File: src/rtl/trace_cache_responder_if.sv
// Trace-command bus between the trace driver (master) and the cache responder (slave).
// Commands are offered on valid/n/address and taken only while ready is high.
interface trace_cache_responder_if #(
  parameter int ADDR_W = 32,
  parameter int CNT_W  = 16
);
  logic              valid;
  logic [3:0]        n;
  logic [ADDR_W-1:0] address;
  logic              ready;
  logic              done;
  logic              last_hit;
  logic [CNT_W-1:0]  hit_cntr;
  logic [CNT_W-1:0]  miss_cntr;

  modport master (
    output valid, n, address,
    input  ready, done, last_hit, hit_cntr, miss_cntr
  );

  modport slave (
    input  valid, n, address,
    output ready, done, last_hit, hit_cntr, miss_cntr
  );
endinterface

File: src/rtl/trace_cache_responder.sv
// Direct-mapped tag responder with saturating hit/miss counters; access done 2 cycles after accept, clear 1+SETS.
// One command in flight: ready drops on accept and returns the cycle after done; valid while busy is dropped.
module trace_cache_responder #(
  parameter int ADDR_W     = 32,
  parameter int SETS       = 64,
  parameter int LINE_BYTES = 64,
  parameter int CNT_W      = 16
) (
  input logic                   clk,
  input logic                   rstb,
  trace_cache_responder_if.slave bus
);
  localparam int OFF_W  = $clog2(LINE_BYTES);
  localparam int IDX_W  = $clog2(SETS);
  localparam int LINE_W = ADDR_W - OFF_W;
  localparam int TAG_W  = LINE_W - IDX_W;

  localparam logic [3:0] CMD_READ  = 4'd0;
  localparam logic [3:0] CMD_WRITE = 4'd1;
  localparam logic [3:0] CMD_FETCH = 4'd2;
  localparam logic [3:0] CMD_INV   = 4'd3;
  localparam logic [3:0] CMD_CLEAR = 4'd8;

  typedef enum logic [1:0] {IDLE, LOOKUP, UPDATE, CLEAR} state_t;

  state_t            state_q, state_d;
  logic [3:0]        cmd_q, cmd_d;
  logic [LINE_W-1:0] line_q, line_d;
  logic              hit_q, hit_d;
  logic              done_q, done_d;
  logic              last_hit_q, last_hit_d;
  logic [CNT_W-1:0]  hit_cnt_q, hit_cnt_d;
  logic [CNT_W-1:0]  miss_cnt_q, miss_cnt_d;
  logic [SETS-1:0]   vbit_q, vbit_d;
  logic [IDX_W-1:0]  clr_idx_q, clr_idx_d;
  logic [TAG_W-1:0]  tag_q [SETS];
  logic              tag_we;

  logic              ready;
  logic [IDX_W-1:0]  idx;
  logic [TAG_W-1:0]  tag;

  // Only the line address is latched; the byte offset never affects a lookup.
  assign idx   = line_q[IDX_W-1:0];
  assign tag   = line_q[LINE_W-1:IDX_W];
  assign ready = (state_q == IDLE) && !done_q;

  assign bus.ready     = ready;
  assign bus.done      = done_q;
  assign bus.last_hit  = last_hit_q;
  assign bus.hit_cntr  = hit_cnt_q;
  assign bus.miss_cntr = miss_cnt_q;

  always_comb begin
    state_d    = state_q;
    cmd_d      = cmd_q;
    line_d     = line_q;
    hit_d      = hit_q;
    done_d     = 1'b0;
    last_hit_d = last_hit_q;
    hit_cnt_d  = hit_cnt_q;
    miss_cnt_d = miss_cnt_q;
    vbit_d     = vbit_q;
    clr_idx_d  = clr_idx_q;
    tag_we     = 1'b0;

    case (state_q)
      IDLE: begin
        if (ready && bus.valid) begin
          cmd_d   = bus.n;
          line_d  = bus.address[ADDR_W-1:OFF_W];
          state_d = LOOKUP;
        end
      end
      LOOKUP: begin
        hit_d     = vbit_q[idx] && (tag_q[idx] == tag);
        clr_idx_d = '0;
        state_d   = (cmd_q == CMD_CLEAR) ? CLEAR : UPDATE;
      end
      UPDATE: begin
        case (cmd_q)
          CMD_READ, CMD_WRITE, CMD_FETCH: begin
            if (hit_q) begin
              if (hit_cnt_q != {CNT_W{1'b1}}) hit_cnt_d = hit_cnt_q + CNT_W'(1);
            end else begin
              if (miss_cnt_q != {CNT_W{1'b1}}) miss_cnt_d = miss_cnt_q + CNT_W'(1);
              vbit_d[idx] = 1'b1;
              tag_we      = 1'b1;
            end
            last_hit_d = hit_q;
          end
          CMD_INV: begin
            if (hit_q) vbit_d[idx] = 1'b0;
          end
          default: ;
        endcase
        done_d  = 1'b1;
        state_d = IDLE;
      end
      CLEAR: begin
        vbit_d[clr_idx_q] = 1'b0;
        if (clr_idx_q == '0) begin
          hit_cnt_d  = '0;
          miss_cnt_d = '0;
        end
        if (clr_idx_q == IDX_W'(SETS - 1)) begin
          done_d  = 1'b1;
          state_d = IDLE;
        end else begin
          clr_idx_d = clr_idx_q + IDX_W'(1);
        end
      end
      default: state_d = IDLE;
    endcase
  end

  always_ff @(posedge clk) begin
    if (rstb) begin
      state_q    <= IDLE;
      cmd_q      <= '0;
      line_q     <= '0;
      hit_q      <= 1'b0;
      done_q     <= 1'b0;
      last_hit_q <= 1'b0;
      hit_cnt_q  <= '0;
      miss_cnt_q <= '0;
      vbit_q     <= '0;
      clr_idx_q  <= '0;
    end else begin
      state_q    <= state_d;
      cmd_q      <= cmd_d;
      line_q     <= line_d;
      hit_q      <= hit_d;
      done_q     <= done_d;
      last_hit_q <= last_hit_d;
      hit_cnt_q  <= hit_cnt_d;
      miss_cnt_q <= miss_cnt_d;
      vbit_q     <= vbit_d;
      clr_idx_q  <= clr_idx_d;
    end
  end

  // Tag contents are meaningless while the valid bit is clear, so no reset.
  always_ff @(posedge clk) begin
    if (tag_we) tag_q[idx] <= tag;
  end
endmodule

File: src/flat_wrapper.sv
// flat-port wrapper written by rule: the top's interface ports become plain ports
module trace_cache_responder_flat 
#(
  parameter int ADDR_W     = 32,
  parameter int SETS       = 64,
  parameter int LINE_BYTES = 64,
  parameter int CNT_W      = 16
)
  (clk, rstb, bus_valid, bus_n, bus_address, bus_ready, bus_done, bus_last_hit, bus_hit_cntr, bus_miss_cntr);
  trace_cache_responder_if #(.ADDR_W(ADDR_W), .CNT_W(CNT_W)) bus_i ();
  input logic clk;
  input logic rstb;
  input wire logic [$bits(bus_i.valid)-1:0] bus_valid;
  input wire logic [$bits(bus_i.n)-1:0] bus_n;
  input wire logic [$bits(bus_i.address)-1:0] bus_address;
  output wire logic [$bits(bus_i.ready)-1:0] bus_ready;
  output wire logic [$bits(bus_i.done)-1:0] bus_done;
  output wire logic [$bits(bus_i.last_hit)-1:0] bus_last_hit;
  output wire logic [$bits(bus_i.hit_cntr)-1:0] bus_hit_cntr;
  output wire logic [$bits(bus_i.miss_cntr)-1:0] bus_miss_cntr;
  assign bus_i.valid = bus_valid;
  assign bus_i.n = bus_n;
  assign bus_i.address = bus_address;
  assign bus_ready = bus_i.ready;
  assign bus_done = bus_i.done;
  assign bus_last_hit = bus_i.last_hit;
  assign bus_hit_cntr = bus_i.hit_cntr;
  assign bus_miss_cntr = bus_i.miss_cntr;
  trace_cache_responder #(.ADDR_W(ADDR_W), .SETS(SETS), .LINE_BYTES(LINE_BYTES), .CNT_W(CNT_W)) u_core (.clk(clk), .rstb(rstb), .bus(bus_i));
endmodule
File: config.mk
export PLATFORM = sky130hd
export DESIGN_NAME = trace_cache_responder_flat
export DESIGN_NICKNAME = d
export VERILOG_FILES = /design/src/rtl/trace_cache_responder_if.sv /design/src/rtl/trace_cache_responder.sv /design/src/flat_wrapper.sv
export SDC_FILE = /design/constraint.sdc
export NUM_CORES = 1
export LEC_CHECK = 0
export ABC_CLOCK_PERIOD_IN_PS = 3300
export BUFFER_PORTS_ARGS = -buffer_cell sky130_fd_sc_hd__buf_2
export CORE_AREA = 2 2 297 329
export CTS_BUF_LIST = sky130_fd_sc_hd__clkbuf_4
export CTS_CLUSTER_DIAMETER = 60
export DETAILED_ROUTE_END_ITERATION = 6
export DIE_AREA = 0 0 299 331
export PLACE_DENSITY = 0.78
export SLEW_MARGIN = 40
export SYNTH_ARGS = -nofsm -noshare
export SYNTH_HDL_FRONTEND = slang
export SYNTH_SLANG_ARGS = --single-unit
File: constraint.sdc
create_clock -name clk -period 3.3 [get_ports clk]
set_clock_uncertainty 0.2 [all_clocks]
set_input_delay 0 -clock clk [delete_from_list [all_inputs] [get_ports clk]]
set_output_delay 0 -clock clk [all_outputs]
set_load 0.01 [all_outputs]
* Word level (Yosys, flattened, before mapping) *
Memories as Yosys holds them, arrays and structs flattened. A register that Yosys moved wholly into a read port is not among the register bits.
Index checks and enable logic that the tools add are counted.

operators by class
  equality and inequality tests = 23
  bitwise gates (word level) = 5
  $add $sub $neg = 3
  multiplexer cells = 34
  $lt $le $gt $ge = 4
  reduce and logical (&&, ||, !) cells = 19

operator list
  cell                   count
  $pmux 64 s2            2
  $and 64x64->64         2
  $mux 64                2
  $not 64->64            2
  $mux 16                7
  $or 64x64->64          1
  $pmux 16 s2            2
  $add 16x1->16 const B  2
  $ne 16x16->1 const B   2
  $eq 20x20->1           1
  $mux 6                 3
  $lt 6x7->1 const B     2
  $demux 1 s6            2
  $ge 6x1->1 const B     2
  $pmux 6 s2             1
  $mux 1                 10
  $ne 2x1->1 const B     5
  $reduce_and 5->1       2
  $eq 4x2->1 const B     2
  $ne 2x2->1 const B     4
  $pmux 2 s4             1
  $reduce_and 2->1       4
  $add 6x1->6 const B    1
  $bmux 1 s6             1
  other kinds (17)       25

word-level totals
  memories = 1
  register bits = 137
  word-level logic and storage cells = 99
  RAM bits = 1280

memories
  name          depth  bits a word  read ports  clocked after memory_dff  wr ports  line                         text
  u_core.tag_q  64     20           1           1                         1         trace_cache_responder.sv:36  logic [TAG_W-1:0] tag_q [SETS];

* Logic depth before layout (Yosys ltp) *
  word-level depth = 9
  depth in mapped cells = 14

* Least setup slack after synthesis *
Ideal clock, no wire load.

  kind = reg2reg
  start point = reg u_core.line_q[1]
  end point = mem u_core.tag_q[55][0] (netlist name), enable pin
  arrival time = 2.942 ns
  stages on the path, launching flop included = 9
  slack = -0.238 ns
  path buffers = 5
  data required time = 2.703 ns
  period minus slack after synthesis = 3.538 ns
  setup time = 0.397 ns
  path through = dfxtp_1 > clkbuf_1 > clkbuf_1 > buf_2 > buf_2 > and3_1 > clkbuf_1 > nand2_1 > nor2_1

RTL lines
  item                    line                          text
  start, declared         trace_cache_responder.sv:28   logic [LINE_W-1:0] line_q, line_d;
  start signal, assigned  trace_cache_responder.sv:132  line_q <= line_d;
  end, declared           trace_cache_responder.sv:36

Straight into the memory's write port.

==> results.json <==
{
  "outcome": "finished clean",
  "p_int_w": 0.0278,
  "finalCritPeriodShare_pct": 99.5,
  "drc": 0,
  "hold_class": "in -> reg",
  "r2r_end": "u_core.hit_q$_SDFFE_PP0P_",
  "worst_pin_slew_ns": 0.871,
  "powerDensity_nw_per_um2": 552,
  "grt_pass1_vias": 35400,
  "dpl.hpwl_mm": 98.3,
  "cts-root-buf": "clkbuf_4",
  "drive_above_1_share_pct": 35.7,
  "cp_slowest_stage_delay_ns": 0.52,
  "max_clock_freq_ghz": 0.304,
  "seqPwrFrac_pct": 54.3,
  "cpMaxStageDelayCell": "mux4_2",
  "p_leak_nw": 21.3,
  "syn_inst": 3033,
  "grt_pass1_wl_mm": 234,
  "switching_share_pct": 24.0,
  "critPathKind": "reg -> reg",
  "maxSlewViolCount": 0,
  "antenna_found_initial": 6,
  "cts_buffers": 346,
  "grtUsageTotal_pct": 33.2,
  "grt_max_degree": 66,
  "n_fill_cell": 5788,
  "ys_warn_count": 0,
  "holdWs_ns": 0.262,
  "seq_area_um2": 41300,
  "yosys.cell_types.count": 65,
  "netlist_area_um2": 56000,
  "rr_worst_depth": 13,
  "drt-total-wl_mm": 165,
  "ant_nets": 0,
  "crit_cells": 13,
  "synth_edf_count": 1280,
  "synth.avg_cell_area_um2": 18.5,
  "cp.arrival_ns": 4.18,
  "ys_async_sr_fraction_pct": 0,
  "insertion_delay_ns": 1.20,
  "wl_per_cell_um": 31.5,
  "setup_viol": 0,
  "clock_path_buffers": 4,
  "start_util_pct": 58.8,
  "critPathBufInv": 5,
  "die_area_um2": 99000,
  "area_growth_pct": 18.3,
  "placementRows": 119,
  "overflow": 0,
  "cts_tree": "done",
  "layout.nets": 3784,
  "first_iter_violations": 5196,
  "crit_top_cell": "buf_12",
  "fin_cells": 5255,
  "critPathTopFamily": "multiplexers",
  "cp-start-kind": "register",
  "syn_nets": 3076,
  "hold_path_end": "u_core.line_q[1]$_SDFFE_PP0P_",
  "rsz0062_at_grt": "true",
  "design.core.area_um2": 95300,
  "cp-end-kind": "register",
  "power.share.clock_pct": 37.6,
  "slew_headroom_pct": 41.7,
  "worstHoldStart": "bus_address[7]",
  "avgViaCountPerCell": 6.72,
  "hold_viol_final": 0,
  "seq_area_frac_synth_pct": 73.7,
  "layout.cells.most_common": "edfxtp_1",
  "htree_levels": 5,
  "path_cells": "buf_12, buf_12, buf_12, buf_4, mux4_2, mux2i_2, mux4_2, xnor2_1, nor2_1, buf_4, a41o_1, nand3_2, o31ai_2",
  "dp.cells": 4505,
  "dpl_worst_slack_ns": -0.260,
  "port_buffers": 67,
  "synth_seq_cells": 1423,
  "whs_path_depth": 5,
  "layout_common_cells": "edfxtp_1, clkbuf_4, buf_4, mux4_2, nand2_1",
  "chipWidth_um": 299,
  "cap_violations": 0,
  "clk_pin_slew_ns": 0.07,
  "die_h_um": 331,
  "clock_sinks": 1423,
  "switching_power_w": 0.00877,
  "place.gp.congestion": 0.958,
  "p_comb_share_pct": 8.1,
  "rrSetupSlack_ns": 0.02,
  "multi_input_area_um2": 14100,
  "final_core_util_pct": 69.5,
  "crit_fanout": 7,
  "setup_ws_ns": 0.0158,
  "fin_crit_ns": 3.28,
  "io_pins": 74,
  "totalNegativeSetupSlack_ns": 0,
  "worstPathRequired_ns": 4.20,
  "first_pass_iters": 6,
  "vdd_drop_max_mv": 0.436,
  "dr_total_vias": 35300,
  "synth_flop_cell": "edfxtp_1"
}
[kinds of logic after synthesis]
kind of cell	Yosys count	synth area share [%]
AO/OA/AOI/OAI	408	4.96
flip-flops	1423	73.7
buffers and inverters	204	1.69
adder cells (fa/ha/maj)	4	0.0893
multiplexers	421	14.4
XOR/XNOR	46	0.719
AND/OR/NAND/NOR	527	4.39
[cell usage after synthesis, drive strengths merged (18+ instances only)]
master   instances  area, µm²
a221oi          42        374
a21oi          132        661
mux4           309       6960
a2111oi         56        490
nor2           184        691
nand2          146        548
a22oi           64        480
nand4           18        113
buf             79        477
edfxtp        1280      38400
mux2i           98        981
xnor2           30        263
dfxtp          143       2860
clkbuf         108        407
nor3            19        105
nor2b           19        119
nand3           51        255
o21ai           44        220
[power by group through the flow]
stage	registers (W)	logic (W)	clock network [W]
global route	0.0199	0.00304	0.0148
CTS	0.0199	0.00270	0.0137
global placement	0.0202	0.00250	0
floorplan	0.0203	0.00135	0
finish	0.0199	0.00296	0.0137
detailed placement	0.0203	0.00256	0
[sequential cells by signal, summed over array words and instances, names as in the netlist, named ones only]
register              cells
u_core.bus.done           1
u_core.bus.hit_cntr      16
u_core.line_q            26
u_core.state_q            2
u_core.clr_idx_q          6
u_core.bus.miss_cntr     16
u_core.tag_q           1280
u_core.bus.last_hit       1
u_core.cmd_q              4
u_core.hit_q              1
[layout make-up]
type	count	share of cell area [%]
antenna	2	0.00755
inverter	17	0.0963
multi-input combinational	1406	21.3
clock inverter	101	0.642
clock buffer	489	5.54
timing repair buffer	547	7.59
tap	1270	2.40
sequential	1423	62.4
[worst max path at each step]
stage,start,slack [ns],end
floorplan,u_core.line_q[1]$_SDFFE_PP0P_,-0.24,u_core.tag_q[55][0]$_DFFE_PP_
global placement,register,-0.36,u_core.hit_q$_SDFFE_PP0P_
detailed placement,register,-0.26,u_core.hit_q$_SDFFE_PP0P_
CTS,register,0.02,u_core.hit_q$_SDFFE_PP0P_
global route,register,-0.03,u_core.hit_q$_SDFFE_PP0P_
finish,register,0.02,u_core.hit_q$_SDFFE_PP0P_
[metrics by stage]
| stage | instance area [µm²] | total power (W) |
|---|---|---|
| 2_1_floorplan | 56000 | 0.0217 |
| 3_3_place_gp | 60300 | 0.0227 |
| 3_5_place_dp | 60300 | 0.0228 |
| 4_1_cts | 65500 | 0.0363 |
| 5_1_grt | 66300 | 0.0377 |
| 6_report | 66300 | 0.0366 |
[worst min-delay path, stage by stage]
cell	delay, ns
dlygate4sd3_1	0.57
buf_2	0.14
dlygate4sd3_1	0.55
nand2_1	0.10
a21oi_1	0.16
[routing by layer]
metal,global-route usage [%],vias up,share of wire [%]
met5,0,-,0.015
met4,17.5,6,5.4
met3,10.1,571,13
met2,52.7,3028,48
met1,41.8,17600,34
li1,-,14100,-
[timing repair]
item | in CTS | in global routing
endpoints found under the setup margin | 1 | 13
endpoints found under the hold margin | 143 | 17
resized for setup | 8 | 57
cloned | 1 | 4
hold buffers | 102 | 1
setup buffers | 2 | 50
pin swaps | 1 | 16
No activity file was read; power rests on OpenSTA's default activity.
